### src/rtl/core_mem_arb_pkg.sv
`default_nettype none
// ============================================================================
// Module      : core_mem_arb_pkg
// Description : Shared types and helpers for the core memory arbiter. Holds
//               the response-owner encoding and the word-index width helper
//               used to size the SRAM address port.
// Revision    : 1.0 - initial release
// ============================================================================
package core_mem_arb_pkg;

  // Which requester owns the SRAM response arriving in the current cycle.
  typedef enum logic [1:0] {
    OWN_NONE  = 2'd0,
    OWN_INSTR = 2'd1,
    OWN_DATA  = 2'd2
  } owner_e;

  // Byte-offset bits dropped when turning a byte address into a word index.
  localparam int C_BYTE_OFS_W = 2;

  // Number of word-index bits needed to address a SRAM of 'depth' words.
  function automatic int word_idx_width(input int depth);
    return (depth > 1) ? $clog2(depth) : 1;
  endfunction

endpackage
`default_nettype wire

### src/rtl/rr_arbiter_2.sv
`default_nettype none
// ============================================================================
// Module      : rr_arbiter_2
// Description : Two-way round-robin arbiter with a one-bit last-grant register.
//               A lone requester is granted at once; on contention the port
//               not granted most recently wins. The last-grant register only
//               moves on a grant, and resets to port 1 so port 0 wins first.
// Ports       : clk_i   - clock
//               reset_i - synchronous active-high reset
//               req_i   - request vector (bit 0 = instr, bit 1 = data)
//               gnt_o   - one-hot (or zero) grant vector, combinational
// Revision    : 1.0 - initial release
// ============================================================================
module rr_arbiter_2 (
  input  logic       clk_i,
  input  logic       reset_i,
  input  logic [1:0] req_i,
  output logic [1:0] gnt_o
);

  // 1 = port 1 was granted most recently, 0 = port 0 was.
  logic last_q;
  logic last_d;

  always_comb begin
    gnt_o = req_i;
    if (req_i == 2'b11) begin
      gnt_o = last_q ? 2'b01 : 2'b10;
    end
  end

  always_comb begin
    last_d = last_q;
    if (gnt_o[0]) begin
      last_d = 1'b0;
    end else if (gnt_o[1]) begin
      last_d = 1'b1;
    end
  end

  always_ff @(posedge clk_i) begin
    if (reset_i) begin
      last_q <= 1'b1;
    end else begin
      last_q <= last_d;
    end
  end

endmodule
`default_nettype wire

### src/rtl/core_mem_arbiter.sv
`default_nettype none
// ============================================================================
// Module      : core_mem_arbiter
// Description : Shares one single-port SRAM between an instruction-fetch port
//               and a load/store port. Grants are combinational in the request
//               cycle, the SRAM responds one cycle later, and a response-owner
//               register steers that response back to the right requester.
//               Sustains one access per cycle; contention alternates grants.
// Ports       : clk_i, reset_i                    - clock, sync active-high reset
//               instr_req_i/addr_i                - fetch request
//               instr_gnt_o/rvalid_o/rdata_o      - fetch grant and response
//               data_req_i/we_i/be_i/addr_i/wdata_i - load/store request
//               data_gnt_o/rvalid_o/rdata_o       - load/store grant and response
//               mem_en_o/we_o/addr_o/wdata_o      - SRAM command
//               mem_rdata_i                       - SRAM read data (1-cycle latency)
// Revision    : 1.0 - initial release
// ============================================================================
module core_mem_arbiter
  import core_mem_arb_pkg::*;
#(
  parameter int ADDR_WIDTH = 32,
  parameter int DATA_WIDTH = 32,
  parameter int MEM_DEPTH  = 2048,
  localparam int IDX_W     = word_idx_width(MEM_DEPTH),
  localparam int BE_W      = DATA_WIDTH / 8
) (
  input  logic                  clk_i,
  input  logic                  reset_i,

  input  logic                  instr_req_i,
  input  logic [ADDR_WIDTH-1:0] instr_addr_i,
  output logic                  instr_gnt_o,
  output logic                  instr_rvalid_o,
  output logic [DATA_WIDTH-1:0] instr_rdata_o,

  input  logic                  data_req_i,
  input  logic                  data_we_i,
  input  logic [BE_W-1:0]       data_be_i,
  input  logic [ADDR_WIDTH-1:0] data_addr_i,
  input  logic [DATA_WIDTH-1:0] data_wdata_i,
  output logic                  data_gnt_o,
  output logic                  data_rvalid_o,
  output logic [DATA_WIDTH-1:0] data_rdata_o,

  output logic                  mem_en_o,
  output logic [BE_W-1:0]       mem_we_o,
  output logic [IDX_W-1:0]      mem_addr_o,
  output logic [DATA_WIDTH-1:0] mem_wdata_o,
  input  logic [DATA_WIDTH-1:0] mem_rdata_i
);

  logic [1:0] req_w;
  logic [1:0] gnt_w;
  owner_e     owner_q;
  owner_e     owner_d;

  // Requests are masked during reset so no grant (and no last-grant update)
  // can happen while the block is held in reset.
  assign req_w = {data_req_i, instr_req_i} & {2{~reset_i}};

  rr_arbiter_2 u_rr (
    .clk_i   (clk_i),
    .reset_i (reset_i),
    .req_i   (req_w),
    .gnt_o   (gnt_w)
  );

  assign instr_gnt_o = gnt_w[0];
  assign data_gnt_o  = gnt_w[1];

  // Word index: drop the byte offset and everything above the SRAM size, so
  // addresses simply wrap modulo MEM_DEPTH words.
  logic [IDX_W-1:0] instr_idx_w;
  logic [IDX_W-1:0] data_idx_w;
  assign instr_idx_w = instr_addr_i[IDX_W+C_BYTE_OFS_W-1:C_BYTE_OFS_W];
  assign data_idx_w  = data_addr_i[IDX_W+C_BYTE_OFS_W-1:C_BYTE_OFS_W];

  // Byte-offset and above-SRAM address bits carry no meaning here.
  logic unused_addr_bits;
  assign unused_addr_bits = ^{instr_addr_i, data_addr_i};

  always_comb begin
    mem_en_o    = 1'b0;
    mem_we_o    = '0;
    mem_addr_o  = '0;
    mem_wdata_o = '0;
    owner_d     = OWN_NONE;
    if (gnt_w[0]) begin
      mem_en_o   = 1'b1;
      mem_addr_o = instr_idx_w;
      owner_d    = OWN_INSTR;
    end else if (gnt_w[1]) begin
      mem_en_o   = 1'b1;
      mem_addr_o = data_idx_w;
      owner_d    = OWN_DATA;
      if (data_we_i) begin
        mem_we_o    = data_be_i;
        mem_wdata_o = data_wdata_i;
      end
    end
  end

  always_ff @(posedge clk_i) begin
    if (reset_i) begin
      owner_q <= OWN_NONE;
    end else begin
      owner_q <= owner_d;
    end
  end

  // owner_q still holds the pre-reset owner during the first reset cycle, so
  // the strobes are also gated by reset_i; this is what kills the response of
  // a grant that is followed directly by reset.
  assign instr_rvalid_o = ~reset_i & (owner_q == OWN_INSTR);
  assign data_rvalid_o  = ~reset_i & (owner_q == OWN_DATA);

  assign instr_rdata_o = instr_rvalid_o ? mem_rdata_i : '0;
  assign data_rdata_o  = data_rvalid_o  ? mem_rdata_i : '0;

endmodule
`default_nettype wire

### config.mk
export PLATFORM = sky130hd
export DESIGN_NAME = core_mem_arbiter
export DESIGN_NICKNAME = d
export VERILOG_FILES = /design/src/rtl/core_mem_arb_pkg.sv /design/src/rtl/rr_arbiter_2.sv /design/src/rtl/core_mem_arbiter.sv
export SDC_FILE = /design/constraint.sdc
export NUM_CORES = 1
export LEC_CHECK = 0
export ABC_CLOCK_PERIOD_IN_PS = 2600
export CAP_MARGIN = 5
export CORE_AREA = 2 2 99 101
export DETAILED_ROUTE_END_ITERATION = 6
export DIE_AREA = 0 0 101 103
export PLACE_DENSITY_LB_ADDON = 0.1
export SYNTH_ARGS = -nofsm -noshare
export SYNTH_HDL_FRONTEND = slang
export SYNTH_HIERARCHICAL = 1
export SYNTH_SLANG_ARGS = --single-unit
### constraint.sdc
create_clock -name clk_i -period 2.6 [get_ports clk_i]
set_input_delay 0.26 -clock clk_i [delete_from_list [all_inputs] [get_ports clk_i]]
set_output_delay 0.26 -clock clk_i [all_outputs]
set_load 0.005 [all_outputs]
**Word-level counts from Yosys, hierarchy flattened**

Cells that the tools add are included.

- Register bits after elaboration: 3
- Input bits: 137
- Output and inout port bits: 116
- Logic and storage cells: 30

- Eq/ne operators: 3
- Multiplexer cells: 18
- Bitwise gates (word level): 4
- Reduce and logical (&&, ||, !) cells: 2

Operator list:

| kind | count |
|---|---|
| $mux W32 | 5 |
| $mux W11 | 2 |
| $mux W4 | 3 |
| $mux W2 | 3 |
| $mux W1 | 5 |
| $eq A2 B2 Y1 const B | 2 |
| $and A1 B1 Y1 | 2 |
| $and A2 B2 Y2 | 1 |
| $eq A2 B1 Y1 const B | 1 |
| $reduce_bool A2 Y1 | 1 |
| $reduce_or A2 Y1 | 1 |
| $not A1 Y1 | 1 |

**Longest topological paths before layout**

Gate-level depths: netlist (run 1).

- Word-level depth: 6
- Mapped depth: 7
- Mapped depth without buffers: 5

**Cells and area by module**

The synthesis (run 1) kept the hierarchy.

By module, submodules not included:

| module | times used | cells an instance | area each (µm²) | seq. area each (µm²) |
|---|---|---|---|---|
| core_mem_arbiter | 1 | 136 | 920.9 | 40.0 |
| rr_arbiter_2 | 1 | 7 | 55.1 | 20.0 |

**Worst setup path after synthesis (run 1)**

OpenSTA, ideal clock, no wires.

- Path kind: input -> output
- Start: in instr_req_i
- End: out mem_wdata_o[0]
- Data arrival time: 1.581 ns
- Data required time: 2.340 ns
- Path slack: 0.759 ns
- Stages: 6
- Buffers on the path: 2
- Path through: nor2b_1 > a21boi_0 > and3b_1 > buf_6 > buf_6 > and2_1

- Elaborated cells on any way between the ends: 5
- Classes of those cells: 1 x eq/ne; 3 x mux; 1 x bitwise

RTL lines:

| item | line | source |
|---|---|---|
| from (decl) | core_mem_arbiter.sv:30 | `input logic instr_req_i,` |
| $and A2 B2 Y2 * | core_mem_arbiter.sv:59 | `assign req_w = {data_req_i, instr_req_i} & {2{~reset_i}};` |
| $eq A2 B2 Y1 | rr_arbiter_2.sv:27 | `if (req_i == 2'b11) begin` |
| $mux W2 * | rr_arbiter_2.sv:27 |  |
| via instr_gnt_o | core_mem_arbiter.sv:32 | `output logic instr_gnt_o,` |
| $mux W32 * | core_mem_arbiter.sv:88 | `if (gnt_w[0]) begin` |
| to (decl) | core_mem_arbiter.sv:48 | `output logic [DATA_WIDTH-1:0] mem_wdata_o,` |

The timed path passes the listed nets; every way through them passes the cells marked *.

**Final worst setup path (run 1)**

- Start: in instr_req_i
- End: out mem_wdata_o[15]

- Cells in the longest elaborated chain, start to end: 5

Ends and longest elaborated chain:

| item | line | source |
|---|---|---|
| $and A2 B2 Y2 * | core_mem_arbiter.sv:59 |  |
| via req_w[0] | core_mem_arbiter.sv:52 | `logic [1:0] req_w;` |
| $eq A2 B2 Y1 | rr_arbiter_2.sv:27 |  |
| $mux W2 * | rr_arbiter_2.sv:27 |  |
| $mux W32 | core_mem_arbiter.sv:92 | `end else if (gnt_w[1]) begin` |
| $mux W32 * | core_mem_arbiter.sv:88 |  |

Marked as above.

==> reports/summary.txt, run 1 <==
Status: completed
Max Slew Vio Count: 0
CP Max Fanout: 17
Total track usage: 9.133%
DRC: 0
Drt initial violations: 25
Multi-input combinational cell area: 842.1 um^2
Final nets: 492
Slowest stage delay, CP: 0.46 ns
Number of buffers on the longest clock path: 2
CP startpoint kind: input port
CP cell instances: clkdlybuf4s50_1, nor2b_4, nand2_1, and2_1, buf_4, and3b_2, clkbuf_16, and2_1, clkdlybuf4s50_1
Post-synthesis xor/xnor area fraction: 0%
I/O Pins: 253
Initial antenna violation count: 0
Via Count: 1,695
Pin count of the biggest net entering global routing: 36
P&R area growth vs syn: 241.3%
Worst-Margin Slew: 0.4947 ns
Vias per cell: 3.622
Flop2flop setup slack: 1.37 ns
Post-placement cell count: 463
Worst-skew pair later-pin latency: 0.22 ns
Layout cells sized above 1: 5.367%
Relative slew slack: 66.87%
Sequential Area: 60.06 um^2
Die W: 101 um
Setup bufs post-CTS: 0
Worst-path clk slew: 0.03 ns
Gr ovfl total: 0
Die H: 103 um
Final hold vios: 0
Seq/Total Area, Yosys: 6.154%
Max cap viols: 0
Power Density: 146.9 nW/um^2
Ant. Diodes: 0
Die ar.: 10,400 um^2
First-pass GRT wire length: 7.596 mm
Crit path required time: 2.34 ns
Hold Crit Class: in -> reg
Multiplexer area fraction after synthesis: 0%
CTS tree: yes
Simple-gate portion of the synthesized area: 73.85%
IO Port Bufs: 210
Synth Register Bits: 3
Cell Area, Synth: 975.9 um^2
Leakage Power: 1.352 nW
Vias in the first global route: 1,470
HPWL after detailed placement: 4.680 mm
CTS root buffer: clkbuf_8
CP arrival: 2.25 ns
Largest family of logic cells by synthesized area: simple AND/OR/NAND/NOR gates
Starting Density: 10.32%
Routed Antenna Nets: 0
Inserted Clock Buffers: 3
Post-synthesis compound-gate area fraction: 11.03%
Element type at the critical path end: output port
Clock sink count: 3
Finished Layout Cells: 468
GPL Wtd Cong: 0.6977
CP max stage cell: clkdlybuf4s50_1
Final setup vio count: 0
Max Clock Freq: 0.3981 GHz
RSZ-0062 raised after global routing: false
Most common cell after layout, fill and taps aside: clkdlybuf4s50_1
Post-Syn Area per Cell: 6.825 um^2
Worst hold margin: 0.5201 ns
Max IR drop VDD: 0.00008767 V
Setup TNS: 0 ns
Post-synthesis cell count: 143
Period utilization: 96.61%
Std cell rows: 36
Most frequent cells in the layout: clkdlybuf4s50_1 (205), and2_1 (100), a22o_1 (10), dlymetal6s2s_1 (5), buf_4 (5)
Syn_nets: 280
Post-Route WL: 5.679 mm
Post-Route Utilization: 35.21%
# fillers: 991
WL/cell: 12.13 um
DR pass1 iterations: 4
Final min period: 2.512 ns
WS Path Type: in -> out
Yosys cell types: 18
Post-synthesis adder-cell area fraction: 0%
Core ar.: 9459 um^2
Synth warnings: 6
Level count of the clock H-tree: 1
Clk_skew: 0.004255 ns
-- power breakdown --
group / total, W / leakage (nW) / internal, W / switching, W
Clock: 0.000136 / 0.0228 / 0.000105 / 0.0000318
Sequential: 0.0000501 / 0.0246 / 0.0000487 / 0.00000145
Combinational: 0.000303 / 1.30 / 0.000229 / 0.0000739
-- logic make-up after synthesis --
family	after synthesis
flops	3
compound gates	13
buf+inv	13
simple gates	114
-- stage by stage --
| step | total power [W] | instance area, um^2 | setup slack [ns] |
|---|---|---|---|
| after floorplan | 0.0001132 | 975.9 | 0.7586 |
| final | 0.0004891 | 3331 | 0.08818 |
| after CTS | 0.0004909 | 3282 | 0.03506 |
| after detailed placement | 0.0003517 | 3234 | -0.2004 |
| after global routing | 0.0005232 | 3331 | 0.002141 |
| after global placement | 0.0003507 | 3234 | -0.2333 |
-- cell usage after synthesis --
cell	instances	area share, %
nor3b_2	2	2.6
nor2b_1	5	3.2
or2_2	1	0.64
buf_6	4	4.6
buf_2	3	1.5
dfxtp_1	3	6.2
inv_1	1	0.38
nand2_1	3	1.2
clkbuf_2	4	2.1
or2_1	1	0.64
and3_1	1	0.64
a22o_1	10	9.0
a21boi_0	1	0.77
o21ai_0	1	0.51
and3b_1	1	0.90
a21o_1	1	0.77
and2_1	100	64
clkbuf_1	1	0.38
-- registers in the layout (all words and copies together) (netlist names) --
name	count
owner_q	2
u_rr/last_q	1
-- layer usage --
layer / part of all wire (%) / up-vias / track usage (%) / wire (um)
li1: - / 873 / - / -
met1: 35 / 735 / 9.524 / 2010
met2: 57 / 83 / 18.92 / 3243
met3: 7.0 / 4 / 1.763 / 399
met4: 0.44 / 0 / 1.559 / 25
met5: 0 / - / 0 / 0
-- critical path, delay by kind of cell --
kind	cells	cell delay, ns
buffers and inverters	4	1.23
and+or+nand+nor	5	0.76
-- final timing paths --
path	from	endpoint	cells after the start
max	instr_req_i	mem_wdata_o[15]	9
min	reset_i	owner_q[0]	3
max reg2reg	u_rr/last_q	owner_q[1]	4
min reg2reg	u_rr/last_q	u_rr/last_q	2
-- timing repair --
item,4_1_cts,5_1_grt
endpoints found under the hold margin,0,0
gates resized for setup,1,9
hold buffers,0,0
setup endpoints to repair,11,46
cloned,0,1
-- final cells by class --
class	count	share of cell area (%)
multi-input combinational	127	25.28
timing repair buffer	219	67.17
sequential	3	1.803
clock buffer	4	1.352
tap	114	4.283
inverter	1	0.1127
Note: power is estimated with default switching activity, not from simulation.
==> run 2, diff against run 1 <==
Settings changed: CORE_AREA 2 2 99 101 to 2 2 97 99, DIE_AREA 0 0 101 103 to 0 0 99 101, DONT_BUFFER_PORTS set to 1.
==> reports/summary.txt, run 2 (same netlist as run 1, synthesis figures left out) <==
Switch share: 26.97%
Worst-path clk slew: 0.03 ns
RSZ-0062 raised after global routing: false
Via Count: 948
Most common cell after layout, fill and taps aside: and2_1
Worst hold margin: 0.1140 ns
Flop pwr share: 19.8%
Number of buffers on the longest clock path: 2
Max Clock Freq: 0.5729 GHz
Die W: 99 um
IO Port Bufs: 0
Std cell rows: 35
Max reg flops: 2
Largest registers: owner_q (2), u_rr/last_q (1)
Worst-skew pair later-pin latency: 0.21 ns
CP startpoint kind: register
CTS tree: yes
Total track usage: 4.419%
Net Sw Power: 0.00006825 W
Layout cells sized above 1: 7.857%
Final setup vio count: 0
Vias per cell: 3.777
Setup TNS: 0 ns
Vias in the first global route: 746
Clock power share: 52.8%
HPWL after detailed placement: 2.633 mm
First-pass GRT wire length: 3.525 mm
Power Density: 227.3 nW/um^2
Max IR drop VDD: 0.00006979 V
Top reg by flops: owner_q
Total power: 0.0002531 W
Max cap viols: 0
# fillers: 1,029
Pin count of the biggest net entering global routing: 36
Clock sink count: 3
Die ar.: 9999 um^2
Period utilization: 67.14%
Ant. Diodes: 0
DR pass1 iterations: 4
P&R area growth vs syn: 14.10%
Level count of the clock H-tree: 1
Setup bufs post-CTS: 0
Worst-Margin Slew: 0.3091 ns
Core ar.: 8977 um^2
WS Path Type: reg -> out
Final min period: 1.746 ns
GPL Wtd Cong: 0.6991
Status: completed
CTS root buffer: clkbuf_8
Leakage Power: 0.4645 nW
CTS Hold Bufs: 0
Final nets: 278
CP arrival: 1.49 ns
CP Max Fanout: 10
Post-Route WL: 3.080 mm
Relative slew slack: 79.35%
Logic pwr share: 27.4%
PostCTS Resize Cnt: 0
Finished Layout Cells: 251
Most frequent cells in the layout: and2_1 (100), a22o_1 (10), nor2b_1 (5), buf_4 (5)
Initial antenna violation count: 0
Drt initial violations: 36
Final hold vios: 0
Pint: 0.0001848 W
Clk_skew: 0.001274 ns
I/O Pins: 253
Post-placement cell count: 247
Gr ovfl total: 0
Starting Density: 10.87%
Die H: 101 um
Crit path required time: 2.34 ns
WL/cell: 12.27 um
Element type at the critical path end: output port
DRC: 0
Inserted Clock Buffers: 3
Hold Crit Class: in -> reg
Max Slew Vio Count: 0
Routed Antenna Nets: 0
## run 2: worst paths after layout
check | start | end | slack (ns) | depth (start not counted)
setup reg to reg | u_rr/last_q | owner_q[1] | 1.30 | 5
hold / removal | reset_i | owner_q[1] | 0.11 | 1
hold reg to reg | u_rr/last_q | u_rr/last_q | 0.51 | 2
setup / recovery | u_rr/last_q | mem_addr_o[7] | 0.85 | 5
## run 2: final cells by class
| type | instances | area [um^2] | area share (%) |
|---|---|---|---|
| clock buffer | 4 | 45.04 | 4.045 |
| inverter | 1 | 3.754 | 0.3371 |
| multi-input combinational | 127 | 828.3 | 74.38 |
| tap | 111 | 138.9 | 12.47 |
| timing repair buffer | 5 | 37.54 | 3.371 |
| sequential | 3 | 60.06 | 5.393 |
## run 2: per-stage QoR
stage | setup slack [ns] | utilization, % | instance area (um^2)
2_1_floorplan | 0.7586 | - | 975.9
3_3_place_gp | 0.9391 | 11.90 | 1069
3_5_place_dp | 0.9379 | 11.90 | 1069
4_1_cts | 0.7982 | 12.40 | 1114
5_1_grt | 0.7156 | 12.40 | 1114
6_report | 0.8545 | 12.40 | 1114
## run 2: power by group through the flow
stage | clock network, W | registers, W | logic, W
5_1_grt | 0.000144 | 0.0000503 | 0.0000770
3_5_place_dp | 0 | 0.0000507 | 0.0000712
6_report | 0.000134 | 0.0000500 | 0.0000694
3_3_place_gp | 0 | 0.0000508 | 0.0000735
4_1_cts | 0.000138 | 0.0000501 | 0.0000717
2_1_floorplan | 0 | 0.0000503 | 0.0000629
## run 2: worst max-delay path: stages, from the launching register on
cell and delay (ns):
dfxtp_1 0.31, nand2_1 0.07, and2_1 0.25, nor2b_1 0.26, buf_4 0.21, a22o_1 0.16
## run 2: metal layers
layer | part of all wire [%] | wire length (um) | global-route usage, % | vias up
li1 | - | - | - | 436
met1 | 31 | 950 | 4.308 | 420
met2 | 58 | 1788 | 8.420 | 90
met3 | 9.9 | 304 | 1.110 | 2
met4 | 1.2 | 38 | 2.529 | 0
met5 | 0 | 0 | 0 | -
